### config.mk
export PLATFORM = sky130hd
export DESIGN_NAME = fetch_unit_flat
export DESIGN_NICKNAME = d
export VERILOG_FILES = /design/src/rtl/fetch_unit_if.sv /design/src/rtl/fetch_unit.sv /design/src/flat_wrapper.sv
export SDC_FILE = /design/constraint.sdc
export NUM_CORES = 1
export LEC_CHECK = 0
export ABC_AREA = 1
export CELL_PAD_IN_SITES_DETAIL_PLACEMENT = 1
export CELL_PAD_IN_SITES_GLOBAL_PLACEMENT = 2
export CORE_ASPECT_RATIO = 0.8
export CORE_MARGIN = 2
export CORE_UTILIZATION = 37
export DETAILED_ROUTE_END_ITERATION = 16
export PLACE_DENSITY = 0.88
export SLEW_MARGIN = 20
export SYNTH_ARGS = -nofsm -noshare
export SYNTH_HDL_FRONTEND = slang
export SYNTH_SLANG_ARGS = --single-unit
### constraint.sdc
create_clock -name clk -period 5.04 [get_ports clk]
set_clock_uncertainty 0.05 [all_clocks]
set_input_delay 1.26 -clock clk [delete_from_list [all_inputs] [get_ports clk]]
set_output_delay 1.26 -clock clk [all_outputs]
set_load 0.02 [all_outputs]
### src/rtl/fetch_unit_if.sv
// Bundle of the fetch stage's memory, redirect and consumer handshakes.
// master = fetch unit side, slave = memory/execute side.
interface fetch_unit_if;
    logic        imem_req;
    logic [31:0] imem_addr;
    logic        imem_ack;
    logic [31:0] imem_rdata;
    logic        redirect;
    logic [31:0] redirect_pc;
    logic        instr_valid;
    logic        instr_ready;
    logic [31:0] instr;
    logic [31:0] instr_pc;

    modport master (
        output imem_req, imem_addr, instr_valid, instr, instr_pc,
        input  imem_ack, imem_rdata, redirect, redirect_pc, instr_ready
    );

    modport slave (
        input  imem_req, imem_addr, instr_valid, instr, instr_pc,
        output imem_ack, imem_rdata, redirect, redirect_pc, instr_ready
    );
endinterface

### src/rtl/fetch_unit.sv
// Instruction fetch: one outstanding imem request, prefetch FIFO of {pc, word}, redirect flush.
// Optional macro FETCH_BYPASS_EN forwards an ack straight to the consumer when the FIFO is empty.
module fetch_unit #(
    parameter int          DEPTH    = 4,
    parameter logic [31:0] RESET_PC = 32'h0000_0000
) (
    input  logic         clk,
    input  logic         reset,
    fetch_unit_if.master bus
);
    localparam int AW = $clog2(DEPTH);
    localparam int CW = AW + 1;
    localparam logic [CW-1:0] FULL = CW'(DEPTH);

    typedef enum logic [1:0] {IDLE, WAIT, KILL} state_t;

    state_t        state_reg, state_next;
    logic [31:0]   fetch_pc_reg, fetch_pc_next;
    logic [31:0]   addr_reg, addr_next;
    logic          req_reg;
    logic [CW-1:0] count_reg, count_next;
    logic [AW-1:0] wr_ptr_reg, rd_ptr_reg;

    logic [31:0] mem_instr [DEPTH];
    logic [31:0] mem_pc    [DEPTH];

    logic ack, head_valid, bypass, push, pop;

    // An ack only means something while a request is outstanding.
    assign ack        = req_reg & bus.imem_ack;
    assign head_valid = (count_reg != '0);

`ifdef FETCH_BYPASS_EN
    assign bypass = !head_valid && (state_reg == WAIT) && bus.imem_ack &&
                    !bus.redirect && bus.instr_ready;
`else
    assign bypass = 1'b0;
`endif

    assign push = (state_reg == WAIT) && bus.imem_ack && !bus.redirect && !bypass;
    assign pop  = head_valid && bus.instr_ready && !bus.redirect;

    assign count_next = bus.redirect ? '0 : (count_reg + CW'(push) - CW'(pop));

    always_comb begin
        state_next    = state_reg;
        fetch_pc_next = fetch_pc_reg;
        if (bus.redirect) begin
            fetch_pc_next = bus.redirect_pc & ~32'h3;
            case (state_reg)
                IDLE:    state_next = WAIT;
                WAIT:    state_next = ack ? WAIT : KILL;
                KILL:    state_next = ack ? WAIT : KILL;
                default: state_next = IDLE;
            endcase
        end else begin
            case (state_reg)
                IDLE: if (count_reg < FULL) state_next = WAIT;
                WAIT: if (ack) begin
                    fetch_pc_next = fetch_pc_reg + 32'd4;
                    state_next    = (count_next < FULL) ? WAIT : IDLE;
                end
                KILL: if (ack) state_next = WAIT;
                default: state_next = IDLE;
            endcase
        end
    end

    // The bus address is frozen while a request waits, even across a redirect (killed request).
    assign addr_next = (req_reg && !bus.imem_ack) ? addr_reg : fetch_pc_next;

    always_ff @(posedge clk or posedge reset) begin
        if (reset) begin
            state_reg    <= IDLE;
            fetch_pc_reg <= RESET_PC & ~32'h3;
            addr_reg     <= RESET_PC & ~32'h3;
            req_reg      <= 1'b0;
            count_reg    <= '0;
            wr_ptr_reg   <= '0;
            rd_ptr_reg   <= '0;
        end else begin
            state_reg    <= state_next;
            fetch_pc_reg <= fetch_pc_next;
            addr_reg     <= addr_next;
            req_reg      <= (state_next != IDLE);
            count_reg    <= count_next;
            if (bus.redirect) begin
                wr_ptr_reg <= '0;
                rd_ptr_reg <= '0;
            end else begin
                if (push) wr_ptr_reg <= wr_ptr_reg + AW'(1);
                if (pop)  rd_ptr_reg <= rd_ptr_reg + AW'(1);
            end
        end
    end

    always_ff @(posedge clk) begin
        if (push) begin
            mem_instr[wr_ptr_reg] <= bus.imem_rdata;
            mem_pc[wr_ptr_reg]    <= fetch_pc_reg;
        end
    end

    assign bus.imem_req  = req_reg;
    assign bus.imem_addr = addr_reg;

    always_comb begin
        bus.instr_valid = head_valid | bypass;
        bus.instr       = '0;
        bus.instr_pc    = '0;
        if (bypass) begin
            bus.instr    = bus.imem_rdata;
            bus.instr_pc = fetch_pc_reg;
        end else if (head_valid) begin
            bus.instr    = mem_instr[rd_ptr_reg];
            bus.instr_pc = mem_pc[rd_ptr_reg];
        end
    end
endmodule
### src/flat_wrapper.sv
// flat-port wrapper written by rule: the top's interface ports become plain ports
module fetch_unit_flat 
#(
    parameter int          DEPTH    = 4,
    parameter logic [31:0] RESET_PC = 32'h0000_0000
)
  (clk, reset, bus_imem_req, bus_imem_addr, bus_instr_valid, bus_instr, bus_instr_pc, bus_imem_ack, bus_imem_rdata, bus_redirect, bus_redirect_pc, bus_instr_ready);
  fetch_unit_if bus_i ();
  input  logic clk;
  input  logic reset;
  output wire logic [$bits(bus_i.imem_req)-1:0] bus_imem_req;
  output wire logic [$bits(bus_i.imem_addr)-1:0] bus_imem_addr;
  output wire logic [$bits(bus_i.instr_valid)-1:0] bus_instr_valid;
  output wire logic [$bits(bus_i.instr)-1:0] bus_instr;
  output wire logic [$bits(bus_i.instr_pc)-1:0] bus_instr_pc;
  input wire logic [$bits(bus_i.imem_ack)-1:0] bus_imem_ack;
  input wire logic [$bits(bus_i.imem_rdata)-1:0] bus_imem_rdata;
  input wire logic [$bits(bus_i.redirect)-1:0] bus_redirect;
  input wire logic [$bits(bus_i.redirect_pc)-1:0] bus_redirect_pc;
  input wire logic [$bits(bus_i.instr_ready)-1:0] bus_instr_ready;
  assign bus_imem_req = bus_i.imem_req;
  assign bus_imem_addr = bus_i.imem_addr;
  assign bus_instr_valid = bus_i.instr_valid;
  assign bus_instr = bus_i.instr;
  assign bus_instr_pc = bus_i.instr_pc;
  assign bus_i.imem_ack = bus_imem_ack;
  assign bus_i.imem_rdata = bus_imem_rdata;
  assign bus_i.redirect = bus_redirect;
  assign bus_i.redirect_pc = bus_redirect_pc;
  assign bus_i.instr_ready = bus_instr_ready;
  fetch_unit #(.DEPTH(DEPTH), .RESET_PC(RESET_PC)) u_core (.clk(clk), .reset(reset), .bus(bus_i));
endmodule
# --- After elaboration in Yosys (flattened, before gate mapping) ---
# Memories as Yosys holds them, arrays and structs flattened.
# Index checks and enable logic that the tools add are counted.
word_totals:
  reg_bits: 74
  latch_bits: 0
  ram_bits: 256
  mem_bits_ro: 0
  inputBits: 69
  elab_cells: 52
  mem_count: 2
mem_list:
  columns: ["name", "depth", "width", "read_ports", "rd_ports_with_merged_regs", "write_ports", "line_no", "text"]
  rows:
  - ["u_core.mem_instr", 4, 32, 1, 0, 1, "fetch_unit.sv:24", "logic [31:0] mem_instr [DEPTH];"]
  - ["u_core.mem_pc", 4, 32, 1, 0, 1, "fetch_unit.sv:25", "logic [31:0] mem_pc [DEPTH];"]
classes:
  addsub: 5
  mul: 0
  div_mod_pow: 0
  order_cmp: 2
  eq_ne: 2
  shift: 0
  mux: 20
  bitwise: 1
  n_reduce_logical: 13
op_table:
  columns: ["operator", "n"]
  rows:
  - ["32-bit 2-to-1 mux", 5]
  - ["32-bit by 3-bit adder with 32-bit output (second input constant)", 1]
  - ["2-bit 2-to-1 mux", 9]
  - ["3-bit < comparator (second input constant)", 2]
  - ["2-bit one-hot mux with 3 select lines", 1]
  - ["2-bit nonzero test", 3]
  - ["1-bit logical AND", 5]
  - ["2-bit by 1-bit adder with 2-bit output (second input constant)", 2]
  - ["2-bit one-hot mux with 2 select lines", 1]
  - ["3-bit by 1-bit adder with 3-bit output", 1]
  - ["1-bit 2-to-1 mux", 3]
  - ["3-bit 2-to-1 mux", 1]
  - ["3-bit nonzero test", 1]
  - ["3-bit by 1-bit subtractor with 3-bit output", 1]
  - ["2-bit by 1-bit equality test with 1-bit output (second input constant)", 1]
  - ["2-bit equality test (second input constant)", 1]
  - ["1-bit logical NOT", 2]
  - ["2-bit logical NOT", 1]
  - ["2-bit OR reduction", 1]
  - ["1-bit AND", 1]

# --- Logic depth before layout (Yosys ltp) ---
# Gate-level depths: netlist of the first run.
logic_depth:
  ltp_word: 12
  mapped_depth: 17
  mapped_depth_nobuf: 17

# --- Worst setup path after synthesis of the first run ---
# OpenSTA, ideal clock, no wires.
synth_timing:
  path_type: "input -> register"
  from: "in bus_redirect"
  to: "mem u_core.mem_instr[0][0], enable pin"
  setup_time_ns: 0.486
  arrival_time_ns: 4.386
  setup_slack_ns: 0.118
  stages: 4
  n_path_buf: 1
  path_cell_list: "buf_2 > nor2_1 > inv_1 > nor2_1"
synth_between:
  elab_chain_cells: 4
synth_lines:
  columns: ["element", "line_no", "text"]
  rows:
  - ["start: declaration", "flat_wrapper.sv:18", "input wire logic [$bits(bus_i.redirect)-1:0] bus_redirect;"]
  - ["1-bit logical NOT", "fetch_unit.sv:40", "assign push = (state_reg == WAIT) && bus.imem_ack && !bus.redirect && !bypass;"]
  - ["1-bit logical AND", "fetch_unit.sv:40", null]
  - ["1-bit 2-to-1 mux", "fetch_unit.sv:98", "if (push) begin"]
  - ["1-bit 2-to-1 mux (not written as such)", "fetch_unit.sv:99", "mem_instr[wr_ptr_reg] <= bus.imem_rdata;"]
  - ["end: declaration", "fetch_unit.sv:24", null]
# Every way passes these cells.

# --- Worst setup path in the final report of the first run ---
layout_timing:
  from: "reg u_core.rd_ptr_reg[0]"
  to: "out bus_instr[19]"
layout_between:
  elab_chain_cells: 2
layout_lines:
  columns: ["element", "line_no", "text"]
  rows:
  - ["start: declaration", "fetch_unit.sv:22", "logic [AW-1:0] wr_ptr_reg, rd_ptr_reg;"]
  - ["start signal: assignment", "fetch_unit.sv:92", "if (pop) rd_ptr_reg <= rd_ptr_reg + AW'(1);"]
  - ["memory 4 x 32 bit", null, null]
  - ["32-bit 2-to-1 mux", "fetch_unit.sv:114", "end else if (head_valid) begin"]
  - ["end: declaration", "flat_wrapper.sv:14", "output wire logic [$bits(bus_i.instr)-1:0] bus_instr;"]
# Every way passes these cells.

==> impl_metrics.py, run 1 <==
metrics = {
    "outcome": {
        "outcome": "completed",
    },
    "global_route": {
        "grt_pass1_vias": 10300,
        "gr-max-usage-layer": "met2",
        "grt.total_usage": 0.192,
        "grt_max_degree": 130,
        "use_met3": 0.0338,
        "antenna_found_initial": 0,
        "grt_util_met2": 0.321,
        "gr-total-overflow": 0,
        "grt_pass1_wl_um": 57500,
        "gr-usage-met1": 0.257,
    },
    "timing": {
        "setup_viol": 0,
        "rsz0062_at_grt": "false",
        "fin_setup_tns_ns": 0,
        "tightest_slew_ns": 0.828,
        "fin_crit_ns": 4.29,
        "hold_viol_final": 0,
        "drv_slew": 0,
        "fmax_mhz": 233,
        "finalCritPeriodShare": 0.850,
        "slew-limit-headroom": 0.448,
        "setup_ws_ns": 0.754,
    },
    "power": {
        "pwr_density_cell_nw_per_um2": 520,
        "p_leak_uw": 0.00632,
        "total_power_uw": 8970,
        "ir_drop_mv": 0.275,
    },
    "routing": {
        "wirelength_um": 36800,
        "via_count": 9712,
        "antenna_left": 0,
        "dr.pass1.iters": 5,
        "vias_per_cell": 4.99,
        "routedWlPerCell_um": 18.9,
        "drtIter0Drc": 510,
        "drcViolationCount": 0,
    },
    "final_layout": {
        "fillers": 4012,
        "final_design_area_no_fill_um2": 17300,
        "fin_util": 0.467,
        "register_area_um2": 9540,
        "drive_gt1_frac": 0.0761,
        "syn_to_final_growth_pct": 24.8,
        "nets": 1514,
        "top_regs": "u_core.mem_instr x128, u_core.mem_pc x128",
        "multi_input_area_um2": 3840,
    },
    "floorplan": {
        "chipHeight_um": 177,
        "io_pins": 167,
        "core_um2": 37000,
        "std_cell_rows": 63,
        "start_util": 0.374,
        "die_w_um": 220,
        "die-area_um2": 38900,
    },
    "worst_setup_path": {
        "timing_worst_setup_path_type": "reg2out",
        "cp_data_required_time_ns": 3.73,
        "r2r_start": "u_core.count_reg[1]$_DFF_PP0_",
        "startpoint_type": "register",
        "path_max_fanout": 60,
        "endpoint_kind": "output pin",
        "r2r.worst_path.cells": 16,
        "r2r_end": "u_core.bus.imem_req$_DFF_PP0_",
        "r2r_slack_ns": 1.94,
        "arrival_ns": 2.98,
    },
    "yosys": {
        "ys_seq_area_frac": 0.690,
        "synth_edf_count": 256,
        "syn_nets": 1354,
        "synthCells": 1273,
        "ys_ff_latch": 330,
        "synth_ff_type": "edfxtp_1",
        "syn_avg_cell_area_um2": 10.9,
        "yosys.area.top_type": "edfxtp_1",
        "syn-cell-area_um2": 13800,
        "synth_top_area_frac": 0.556,
        "ys_warn_count": 0,
        "ys_top_cells_by_area": "edfxtp_1 56%, dfrtp_1 13%, nor2_1 8.4%, o21ai_0 5.1%, nand2_1 4.8%",
        "synth_cell_types": 37,
        "synth-async-reset-ratio": 0.224,
    },
    "clocking": {
        "insertion_delay_ns": 0.52,
        "cts_resized": 0,
        "cts_max_level": 2,
        "cts_setup_buffers": 0,
        "cts_buffer_depth": 3,
        "cts_tree": "built",
        "clkSinkCount": 330,
        "clock-root-buffer": "clkbuf_16",
        "clk_pin_slew_worst_paths_ns": 0.06,
        "ctsHoldBuffers": 0,
        "numCtsBuffers": 35,
    },
    "placed_design": {
        "port_buffers": 164,
        "hpwl_um": 23100,
        "postPlaceCellArea_um2": 16100,
        "place_ws_ns": 1.23,
        "place_congestion": 0.765,
    },
    "min_path": {
        "holdCritStartpoint": "u_core.bus.imem_addr[18]$_DFFE_PP0N_",
        "hold_end": "u_core.bus.imem_addr[18]$_DFFE_PP0N_",
        "min_path_type": "reg2reg",
        "min_path_cells": 2,
    },
    "run": {
        "maxCapViolCount": 0,
    },
}
[cell families (layout without fill, tap and decap cells)]
| family | count (synthesis) | in the layout | synth area share |
|---|---|---|---|
| and+or+nand+nor | 569 | 569 | 0.170 |
| xor gates and xnor gates | 6 | 6 | 0.00380 |
| AOI/OAI and AO/OA | 239 | 239 | 0.0899 |
| adders and majority gates | 12 | 12 | 0.0114 |
| other | 0 | 1 | 0 |
| buffers and inverters | 117 | 303 | 0.0352 |
| DFF | 330 | 330 | 0.690 |
[how the worst max path moves through the flow]
stage	slack (ns)	start	cells after the start	endpoint
CTS	0.69	u_core.rd_ptr_reg[0]$_DFFE_PP0P_	5	bus_instr[19]
finish	0.75	u_core.rd_ptr_reg[0]$_DFFE_PP0P_	5	bus_instr[19]
global route	0.52	u_core.rd_ptr_reg[0]$_DFFE_PP0P_	5	bus_instr[19]
global placement	1.23	bus_redirect	12	u_core.bus.imem_req$_DFF_PP0_
detailed placement	1.23	bus_redirect	12	u_core.bus.imem_req$_DFF_PP0_
floorplan	0.12	bus_redirect	4	u_core.mem_instr[0][0]$_DFFE_PP_
[per-layer routing]
metal | vias up | wire length (um) | part of all wire
met2 | 218 | 17400 | 0.47
met3 | 53 | 2000 | 0.054
met4 | 0 | 726 | 0.020
li1 | 4657 | - | -
met1 | 4784 | 16600 | 0.45
met5 | - | 0 | 0
[metrics by stage]
stage / std cells / hold WS [ns]
2_1_floorplan: 1273 / 0.426
3_3_place_gp: 1883 / 0.417
3_5_place_dp: 1883 / 0.414
4_1_cts: 1946 / 0.443
5_1_grt: 1946 / 0.464
6_report: 1947 / 0.436
[Yosys cell counts, types with 7 or more instances]
master	instances
edfxtp_1	256
nor2_1	311
clkbuf_1	32
dfrtp_1	74
buf_1	11
nand2_1	175
a21oi_1	73
nand3_1	47
or2_2	7
buf_2	17
inv_1	51
ha_1	11
a31oi_1	11
nor2_4	7
o21ai_0	140
[report_power, final]
| group | internal (uW) | leakage, uW | switching (uW) |
|---|---|---|---|
| Sequential | 3200 | 0.00321 | 171 |
| Combinational | 1170 | 0.00256 | 1880 |
| Clock | 1520 | 0.000555 | 1030 |
[area by class of cell]
class	count	share of cell area
Antenna cell	1	0.000145
Timing Repair Buffer	187	0.111
Tap cell	487	0.0353
Inverter	53	0.0116
Clock inverter	17	0.00950
Clock buffer	46	0.0568
Sequential cell	330	0.553
Multi-Input combinational cell	826	0.223
[critical path, cell delays in order, from the launching register on]
cell             delay, ns
dfrtp_4               0.43
clkinv_2              0.63
buf_12                0.44
o21ai_0               0.23
a21oi_1               0.13
clkdlybuf4s50_1       0.56
[cell usage in the layout (no fill, tap or decap), types with 2 or more instances in the layout]
| master | synthesis | layout |
|---|---|---|
| xor2_1 | 4 | 4 |
| nand2_2 | 4 | 4 |
| clkinv_2 | 0 | 7 |
| nand2_1 | 175 | 175 |
| nand3_4 | 2 | 2 |
| dfrtp_1 | 74 | 72 |
| xnor2_1 | 2 | 2 |
| and2_1 | 4 | 4 |
| nor2_1 | 311 | 305 |
| clkbuf_16 | 0 | 37 |
| edfxtp_1 | 256 | 256 |
| nand4_1 | 5 | 5 |
| inv_1 | 51 | 49 |
| inv_2 | 1 | 2 |
| o21bai_1 | 4 | 4 |
| o21ai_0 | 140 | 140 |
| clkdlybuf4s50_1 | 0 | 164 |
| a21boi_0 | 2 | 2 |
| nand3b_1 | 3 | 3 |
| nor2_2 | 2 | 3 |
| o21ai_2 | 2 | 2 |
| clkbuf_8 | 0 | 2 |
| a31oi_1 | 11 | 11 |
| buf_4 | 1 | 15 |
| nor2_4 | 7 | 12 |
| a21oi_1 | 73 | 73 |
| o211ai_1 | 2 | 2 |
| clkbuf_1 | 32 | 7 |
| buf_12 | 0 | 8 |
| clkinvlp_4 | 0 | 2 |
| or2_2 | 7 | 7 |
| o21ai_1 | 3 | 3 |
| ha_1 | 11 | 11 |
| clkinv_1 | 1 | 5 |
| bufinv_16 | 0 | 3 |
| nand3_1 | 47 | 47 |
No activity file was read; power rests on OpenSTA's default activity.
==> run 2, diff against run 1 <==
--- a/config.mk
+++ b/config.mk
@@ -6,6 +6,7 @@
 export NUM_CORES = 1
 export LEC_CHECK = 0
 export ABC_AREA = 1
+export ABC_CLOCK_PERIOD_IN_PS = 5040
 export CELL_PAD_IN_SITES_DETAIL_PLACEMENT = 1
 export CELL_PAD_IN_SITES_GLOBAL_PLACEMENT = 2
 export CORE_ASPECT_RATIO = 0.8
==> results of run 2 <==
No change in the layout: final DEF, timing and power equal those of run 1.
==> run 3, diff against run 2 <==
--- a/config.mk
+++ b/config.mk
@@ -7,10 +7,10 @@
 export LEC_CHECK = 0
 export ABC_AREA = 1
 export ABC_CLOCK_PERIOD_IN_PS = 5040
+export CAP_MARGIN = 10
 export CELL_PAD_IN_SITES_DETAIL_PLACEMENT = 1
 export CELL_PAD_IN_SITES_GLOBAL_PLACEMENT = 2
 export CORE_ASPECT_RATIO = 0.8
-export CORE_MARGIN = 2
 export CORE_UTILIZATION = 37
 export DETAILED_ROUTE_END_ITERATION = 16
 export PLACE_DENSITY = 0.88
==> run 3 against run 2 <==
Against the previous run: sequential share of layout area up 0.12 points; clock power about the same; total power down 0.31%; largest cell class unchanged.
==> impl_metrics.py, run 3 (synthesized netlist as in run 1, its figures left out) <==
metrics = {
    "outcome": {
        "outcome": "completed",
    },
    "worst_setup_path": {
        "path_common_cell": "nor2_1",
        "path_max_fanout": 68,
        "r2r_slack_ns": 1.83,
        "r2r_end": "u_core.bus.imem_req$_DFF_PP0_",
        "startpoint_type": "register",
        "cp_top_family": "buffers and inverters",
        "cp_data_required_time_ns": 3.73,
        "path_cells": "buf_4, nor2_1, nor2_1, o21ai_0, a21oi_1, clkdlybuf4s50_1",
        "arrival_ns": 2.92,
        "cp-endpoint": "bus_instr_pc[12]",
        "critPathLaunch": "u_core.rd_ptr_reg[0]$_DFFE_PP0P_",
        "r2r.worst_path.cells": 17,
        "crit_path_top_delay_cell": "clkdlybuf4s50_1",
        "r2r_start": "u_core.count_reg[2]$_DFF_PP0_",
        "timing_worst_setup_path_type": "reg2out",
        "critPathMaxStageDelay_ns": 0.67,
        "crit_buf_inv": 2,
        "crit_cells": 6,
        "endpoint_kind": "output pin",
    },
    "timing": {
        "setup_viol": 0,
        "fmax_mhz": 236,
        "hold_viol_final": 0,
        "rsz0062_at_grt": "false",
        "fin_crit_ns": 4.23,
        "drv_slew": 0,
        "finalCritPeriodShare": 0.839,
        "tightest_slew_ns": 0.939,
        "setup_ws_ns": 0.810,
        "slew-limit-headroom": 0.373,
        "fin_setup_tns_ns": 0,
    },
    "clocking": {
        "cts_tree": "built",
        "clkSinkCount": 330,
        "clock-root-buffer": "clkbuf_16",
        "cts_resized": 0,
        "cts_max_level": 2,
        "insertion_delay_ns": 0.53,
        "cts_setup_buffers": 0,
        "ctsHoldBuffers": 0,
        "clk_pin_slew_worst_paths_ns": 0.06,
        "numCtsBuffers": 37,
        "cts_buffer_depth": 3,
    },
    "placed_design": {
        "postPlaceCellArea_um2": 16100,
        "port_buffers": 164,
        "place_congestion": 0.764,
        "place_ws_ns": 1.13,
        "hpwl_um": 23300,
    },
    "floorplan": {
        "die-area_um2": 38200,
        "start_util": 0.380,
        "die_w_um": 218,
        "io_pins": 167,
        "core_um2": 36400,
        "std_cell_rows": 62,
        "chipHeight_um": 175,
    },
    "routing": {
        "wirelength_um": 37400,
        "vias_per_cell": 5.05,
        "antenna_left": 0,
        "routedWlPerCell_um": 19.3,
        "dr.pass1.iters": 4,
        "via_count": 9816,
        "drtIter0Drc": 473,
        "drcViolationCount": 0,
    },
    "power": {
        "total_power_uw": 8940,
        "pwr_density_cell_nw_per_um2": 519,
        "ir_drop_mv": 0.298,
        "p_leak_uw": 0.00631,
    },
    "global_route": {
        "grt_pass1_wl_um": 58100,
        "gr-total-overflow": 0,
        "antenna_found_initial": 0,
        "grt.total_usage": 0.199,
        "grt_max_degree": 69,
        "grt_pass1_vias": 10400,
    },
    "final_layout": {
        "final_design_area_no_fill_um2": 17200,
        "nets": 1515,
        "final_common_cell": "nor2_1",
        "num_antenna_cells": 0,
        "fillers": 3904,
        "final_cell_mix": "305 x nor2_1, 256 x edfxtp_1, 175 x nand2_1",
        "top_regs": "u_core.mem_instr x128, u_core.mem_pc x128",
        "fin_util": 0.473,
        "drive_gt1_frac": 0.0718,
        "syn_to_final_growth_pct": 24.5,
    },
    "run": {
        "maxCapViolCount": 0,
    },
    "min_path": {
        "min_path_type": "reg2reg",
    },
}
## run 3: cell types whose count changed in the layout (fill, tap and decap cells not counted)
cell,change
buf_12,-2
buf_4,+1
bufinv_16,-3
clkbuf_1,+5
clkbuf_16,+4
clkbuf_8,-1
clkinv_1,+5
clkinv_2,-2
clkinv_4,-1
clkinvlp_2,-1
clkinvlp_4,-1
diode_2,-1
inv_2,-1
inv_6,+1
## run 3: worst min path at each step
stage,end,start,cells after the start
after floorplan,u_core.mem_pc[0][0]$_DFFE_PP_,u_core.fetch_pc_reg[0]$_DFF_PP0_,0
final,u_core.bus.imem_addr[5]$_DFFE_PP0N_,u_core.bus.imem_addr[5]$_DFFE_PP0N_,2
after global placement,u_core.bus.imem_addr[5]$_DFFE_PP0N_,u_core.bus.imem_addr[5]$_DFFE_PP0N_,2
after global routing,u_core.bus.imem_addr[6]$_DFFE_PP0N_,u_core.bus.imem_addr[6]$_DFFE_PP0N_,2
after detailed placement,u_core.bus.imem_addr[5]$_DFFE_PP0N_,u_core.bus.imem_addr[5]$_DFFE_PP0N_,2
after CTS,u_core.bus.imem_addr[5]$_DFFE_PP0N_,u_core.bus.imem_addr[5]$_DFFE_PP0N_,2
## run 3: worst reg2reg max path, delay by kind of cell, from the launching register on
kind,cells,cell delay (ns)
DFF,1,0.38
adders and majority gates,3,0.80
buffers and inverters,5,0.71
AOI/OAI and AO/OA,2,0.40
and+or+nand+nor,7,0.77
## run 3: stage by stage
| step | cells | hold WS, ns |
|---|---|---|
| floorplan | 1273 | 0.426 |
| global placement | 1875 | 0.419 |
| detailed placement | 1875 | 0.416 |
| CTS | 1943 | 0.433 |
| global route | 1943 | 0.460 |
| finish | 1943 | 0.430 |
## run 3: cell type report
class | count | area (um^2) | share of cell area
flip-flops and latches | 330 | 9540 | 0.554
inverters | 53 | 201 | 0.0117
well taps | 480 | 601 | 0.0349
clock inverters | 14 | 65.1 | 0.00378
repair buffers | 186 | 1880 | 0.109
clock buffers | 54 | 1080 | 0.0630
multi-input cells | 826 | 3840 | 0.223
## run 3: report_power, final
part | total (uW) | switching (uW) | leakage (uW) | internal, uW
Clock | 2540 | 1050 | 0.000557 | 1490
Sequential | 3370 | 170 | 0.00321 | 3200
Combinational | 3030 | 1890 | 0.00254 | 1150
Total | 8940 | 3110 | 0.00631 | 5840
## run 3: layer usage
layer,part of all wire,routed length (um),up-vias,GRT usage
met3,0.051,1900,45,0.0350
met4,0.017,653,0,0.0516
met5,0,0,-,0
met2,0.48,18100,188,0.339
li1,-,-,4666,-
met1,0.45,16700,4917,0.261
